[config.mk]
export PLATFORM = sky130hd
export DESIGN_NAME = rgbw_pwm_generator
export DESIGN_NICKNAME = d
export VERILOG_FILES = /design/src/rtl/rgbw_pkg.sv /design/src/rtl/rgbw_pwm_generator_channel.sv /design/src/rtl/rgbw_pwm_generator.sv
export SDC_FILE = /design/constraint.sdc
export NUM_CORES = 1
export LEC_CHECK = 0
export ABC_AREA = 1
export BUFFER_PORTS_ARGS = -buffer_cell sky130_fd_sc_hd__buf_2
export CAP_MARGIN = 30
export CORE_MARGIN = 8
export CORE_UTILIZATION = 60
export CTS_CLUSTER_DIAMETER = 100
export DETAILED_ROUTE_END_ITERATION = 7
export PLACE_DENSITY = 0.92
export SLEW_MARGIN = 20
export SYNTH_ARGS = -nofsm -noshare
export SYNTH_HDL_FRONTEND = slang
export SYNTH_SLANG_ARGS = --single-unit
[constraint.sdc]
create_clock -name clk -period 3.9 [get_ports clk]
set_input_delay 0.39 -clock clk [delete_from_list [all_inputs] [get_ports clk]]
set_output_delay 0.39 -clock clk [all_outputs]
set_load 0.005 [all_outputs]
[src/rtl/rgbw_pkg.sv]
// Shared constants and state encoding for the RGBW PWM generator.
package rgbw_pkg;
   localparam int CW         = 8;
   localparam int PERIOD_MAX = 254;
   localparam int NUM_LANES  = 4;

   localparam int CH_R = 0;
   localparam int CH_G = 1;
   localparam int CH_B = 2;
   localparam int CH_W = 3;

   typedef enum logic {
      ST_IDLE = 1'b0,
      ST_RUN  = 1'b1
   } state_t;
endpackage

[src/rtl/rgbw_pwm_generator_channel.sv]
// One PWM lane: pending/active duty registers, comparator and output flop.
module pwm_channel #(
   parameter int CW = rgbw_pkg::CW
) (
   input  logic          clk,
   input  logic          reset,
   input  logic          load_pending,
   input  logic          commit,
   input  logic          out_en,
   input  logic [CW-1:0] duty_in,
   input  logic [CW-1:0] cnt_next,
   output logic          pwm
);
   logic [CW-1:0] pending;
   logic [CW-1:0] active;
   logic [CW-1:0] active_next;

   // A load coinciding with a commit bypasses pending straight into active.
   always_comb begin
      active_next = active;
      if (commit) active_next = load_pending ? duty_in : pending;
   end

   always_ff @(posedge clk) begin
      if (reset) begin
         pending <= '0;
         active  <= '0;
         pwm     <= 1'b0;
      end else begin
         if (load_pending) pending <= duty_in;
         active <= active_next;
         pwm    <= out_en && (cnt_next < active_next);
      end
   end
endmodule

[src/rtl/rgbw_pwm_generator.sv]
// Four-channel 8-bit PWM with double-buffered duties committed on period boundaries.
module rgbw_pwm_generator #(
   parameter int CW         = rgbw_pkg::CW,
   parameter int PERIOD_MAX = rgbw_pkg::PERIOD_MAX
) (
   input  logic          clk,
   input  logic          reset,
   input  logic          run,
   input  logic          tick,
   input  logic [CW-1:0] duty_r,
   input  logic [CW-1:0] duty_g,
   input  logic [CW-1:0] duty_b,
   input  logic [CW-1:0] duty_w,
   input  logic          duty_valid,
   output logic [3:0]    pwm_out,
   output logic          period_start,
   output logic          update_pending
);
   import rgbw_pkg::*;

   state_t                       state;
   logic [CW-1:0]                cnt;
   logic [CW-1:0]                cnt_next;
   logic [NUM_LANES-1:0][CW-1:0] duty_in;
   logic                         enter;
   logic                         wrap;
   logic                         boundary;
   logic                         commit;

   always_comb begin
      duty_in       = '0;
      duty_in[CH_R] = duty_r;
      duty_in[CH_G] = duty_g;
      duty_in[CH_B] = duty_b;
      duty_in[CH_W] = duty_w;
   end

   // IDLE->RUN entry is treated as a boundary just like a wrap.
   assign enter    = (state == ST_IDLE) && run;
   assign wrap     = (state == ST_RUN) && run && tick && (cnt == CW'(PERIOD_MAX));
   assign boundary = enter || wrap;
   assign commit   = boundary && (update_pending || duty_valid);

   always_comb begin
      cnt_next = '0;
      if (state == ST_RUN && run) begin
         if (tick) cnt_next = (cnt == CW'(PERIOD_MAX)) ? '0 : cnt + 1'b1;
         else      cnt_next = cnt;
      end
   end

   always_ff @(posedge clk) begin
      if (reset) begin
         state          <= ST_IDLE;
         cnt            <= '0;
         period_start   <= 1'b0;
         update_pending <= 1'b0;
      end else begin
         cnt          <= cnt_next;
         period_start <= boundary;
         if (boundary)        update_pending <= 1'b0;
         else if (duty_valid) update_pending <= 1'b1;
         case (state)
            ST_IDLE: if (run)  state <= ST_RUN;
            ST_RUN:  if (!run) state <= ST_IDLE;
            default:           state <= ST_IDLE;
         endcase
      end
   end

   for (genvar i = 0; i < NUM_LANES; i++) begin : g_ch
      pwm_channel #(.CW(CW)) u_ch (
         .clk          (clk),
         .reset        (reset),
         .load_pending (duty_valid),
         .commit       (commit),
         .out_en       (run),
         .duty_in      (duty_in[i]),
         .cnt_next     (cnt_next),
         .pwm          (pwm_out[i])
      );
   end
endmodule

==> impl_metrics.py <==
metrics = {
    "final_layout": {
        "layout.cells.most_common": "sky130_fd_sc_hd__dfxtp_1",
        "num_antenna_cells": 0,
        "finish.cell_count_without_fillers": 550,
        "layout.filler_cells": 479,
        "layout-area-overhead-vs-synth_pct": 10.4,
        "layout.cells.most_common_list": "sky130_fd_sc_hd__dfxtp_1 (79), sky130_fd_sc_hd__nor2_1 (52), sky130_fd_sc_hd__nand2_1 (49), sky130_fd_sc_hd__buf_2 (42), sky130_fd_sc_hd__mux2i_1 (32)",
        "design.final.nets": 535,
        "drive_above_1_share": 0.328,
    },
    "synthesis": {
        "syn-num-nets": 500,
        "avgSynthCellArea_um2": 9.00,
        "synth-seq-area-share": 0.406,
        "ys_seq_elements": 79,
        "synth_cell_types": 29,
        "ys.warnings.count": 0,
        "synthesis.instances": 433,
        "post_synth_instance_area_um2": 3900,
    },
    "placement": {
        "portBuffers": 42,
        "dp_hpwl_mm": 5.73,
        "gp_congestion": 0.802,
        "dp_cells": 534,
    },
    "cts": {
        "tritoncts": "yes",
        "clock_insertion_delay_worst_skew_ps": 360,
        "number_of_hold_buffers_added_after_cts": 0,
        "cts_root_buffer": "sky130_fd_sc_hd__clkbuf_8",
        "cts_buffers": 9,
        "cts_num_sinks": 79,
        "cts_setup_buffers": 0,
        "clk_transition_reported_paths_ps": 80,
        "cts-htree-levels": 3,
        "post_cts.resized_instances": 0,
        "cts-root-to-sink-buffers": 2,
    },
    "timing": {
        "peak_freq_ghz": 0.348,
        "finalCritPeriodShare": 0.737,
        "slew-limit-headroom": 0.474,
        "report.final.slew_viol_count": 0,
        "finalClockSkew_ps": 7.22,
        "timing.final.setup_violations": 0,
        "hold_viol_final": 0,
        "setup_total_negative_slack_ps": 0,
        "period_minus_slack_ps": 2880,
        "worst-slew-pin-transition_ps": 783,
        "grt_setup_unrepaired": "no",
    },
    "pwr": {
        "power.share.clock": 0.392,
        "internal-power_mw": 1.40,
        "power_switching_uw": 486,
        "power.combinational.fraction": 0.145,
        "vdd_ir_drop_max_uv": 246,
        "p_sw_frac": 0.257,
        "power.sequential.fraction": 0.462,
        "power_density_nw_per_um2": 439,
        "total_leakage_power_nw": 2.01,
    },
    "worst_setup_path": {
        "path_class": "register to register",
        "crit_path_start_kind": "register",
        "critical-path-max-stage-delay_ps": 400,
        "endpoint_kind": "register",
        "cp_data_required_time_ps": 4190,
        "timing.critical_path.arrival_ps": 3160,
        "timing.reg2reg.setup_slack_ps": 1020,
        "cp_slowest_cell": "sky130_fd_sc_hd__clkinv_2",
        "critical_path.cell_chain": "inv_1 > ha_1 > nand2_1 > nor2_1 > nand3_2 > nand2_4 > nand2_4 > clkinv_2 > buf_4 > o21ai_2 > ha_1 > a211oi_1 > nand3_1 > a21oi_1",
        "path_max_fanout": 26,
    },
    "detailed_routing": {
        "drt_pre_antenna_iters": 5,
        "routedWlPerCell_um": 14.3,
        "finalWirelength_mm": 7.87,
        "dr.first_iter.drc_count": 123,
        "routed_via_density": 5.28,
        "ant_nets": 0,
        "remaining_drc_errors": 0,
        "num_vias": 2903,
    },
    "grt": {
        "number_of_global_route_vias_before_repair": 3010,
        "number_of_antenna_violations_at_the_first_check_in_global_routing": 0,
        "overall_global_routing_usage": 0.188,
        "global_route.overflow_total": 0,
        "wire_length_of_the_first_global_routing_pass_mm": 13.6,
        "grt_start_max_net_pins": 37,
    },
    "floorplanning": {
        "die-width_um": 96.6,
        "design.portCount": 43,
        "dieHeight_um": 96.6,
        "die_area_um2": 9330,
        "placementRows": 29,
        "initial_core_util": 0.617,
        "core_region_area_um2": 6310,
    },
    "run": {
        "cap_violations": 0,
    },
    "min_path": {
        "worstHoldPathType": "primary input to register",
    },
    "outcome": {
        "run_status": "complete, no violations",
    },
}
-- state kept, by name (all words and copies together), names as in the netlist --
register	count
period_start	1
state	1
g_ch.u_ch.active	32
cnt	8
g_ch.u_ch.pwm	4
g_ch.u_ch.pending	32
update_pending	1
-- final cells by class --
| cell class | count | area, um2 | area share |
|---|---|---|---|
| Multi-Input combinational cell | 304 | 2020 | 0.469 |
| Sequential cell | 79 | 1580 | 0.368 |
| Timing Repair Buffer | 47 | 260 | 0.0605 |
| Clock buffer | 10 | 138 | 0.0320 |
| Clock inverter | 6 | 108 | 0.0250 |
| Inverter | 27 | 103 | 0.0238 |
| Tap cell | 77 | 96.3 | 0.0224 |
-- metrics by stage --
stage,power [mW],instance area (um2),setup WS (ps),hold WS (ps),util
2_1_floorplan,1.11,3900,1770,456,-
3_3_place_gp,1.15,4040,1280,475,0.640
3_5_place_dp,1.17,4060,1070,480,0.643
4_1_cts,1.90,4300,1030,306,0.682
5_1_grt,1.97,4300,791,308,0.682
6_report,1.89,4300,1020,308,0.682
-- synth_stat cells, drive strengths merged --
master / instances / area, um2
or2: 2 / 12.5
nor4: 1 / 6.26
ha: 30 / 375
nand3: 20 / 105
nor3: 7 / 35.0
xor2: 4 / 35.0
xnor2: 1 / 8.76
a21oi: 10 / 50.1
a211oi: 4 / 30.0
mux2i: 32 / 320
nor2: 81 / 382
nand4: 2 / 12.5
buf: 13 / 155
o21ai: 29 / 250
dfxtp: 79 / 1580
clkbuf: 10 / 41.3
nand2: 81 / 394
clkinv: 1 / 5.00
inv: 26 / 97.6
-- path summary, 6_finish.rpt --
| check | end | startpoint | cells past startpoint |
|---|---|---|---|
| worst max-delay path | g_ch[1].u_ch.pwm$_SDFF_PP0_ | cnt[0]$_SDFF_PP0_ | 14 |
| worst max register to register | g_ch[1].u_ch.pwm$_SDFF_PP0_ | cnt[0]$_SDFF_PP0_ | 14 |
| worst min-delay path | g_ch[0].u_ch.pending[6]$_SDFF_PP0_ | duty_r[6] | 3 |
| worst min register to register | g_ch[2].u_ch.active[5]$_SDFF_PP0_ | g_ch[2].u_ch.active[5]$_SDFF_PP0_ | 2 |
-- power by group through the flow --
stage                     clock (mW)  combinational [mW]  sequential, mW
after floorplan                    0               0.225           0.888
after global placement             0               0.257           0.890
after detailed placement           0               0.274           0.892
after CTS                      0.748               0.277           0.873
after global routing           0.783               0.311           0.878
final                          0.741               0.275           0.873
-- kinds of logic after synthesis --
family / share of synthesized area
AOI/OAI and AO/OA: 0.0848
DFF: 0.406
xor gates and xnor gates: 0.0112
adders and majority gates: 0.0963
and+or+nand+nor: 0.243
muxes: 0.0822
buffers and inverters: 0.0767
-- metal layers --
layer / wire [um] / track usage / part of all wire
met1: 3250 / 0.210 / 0.41
met2: 3960 / 0.328 / 0.50
met3: 432 / 0.0348 / 0.055
met4: 229 / 0.110 / 0.029
met5: 0 / 0 / 0
-- critical path: cells and delay by family, from the launching register on --
kind | cells | cell delay [ps]
AND/OR/NAND/NOR | 6 | 500
adder cells (fa/ha/maj) | 2 | 470
buffers and inverters | 3 | 840
AO/OA/AOI/OAI | 3 | 590
flip-flops | 1 | 390
(Power assumes the default switching activity.)
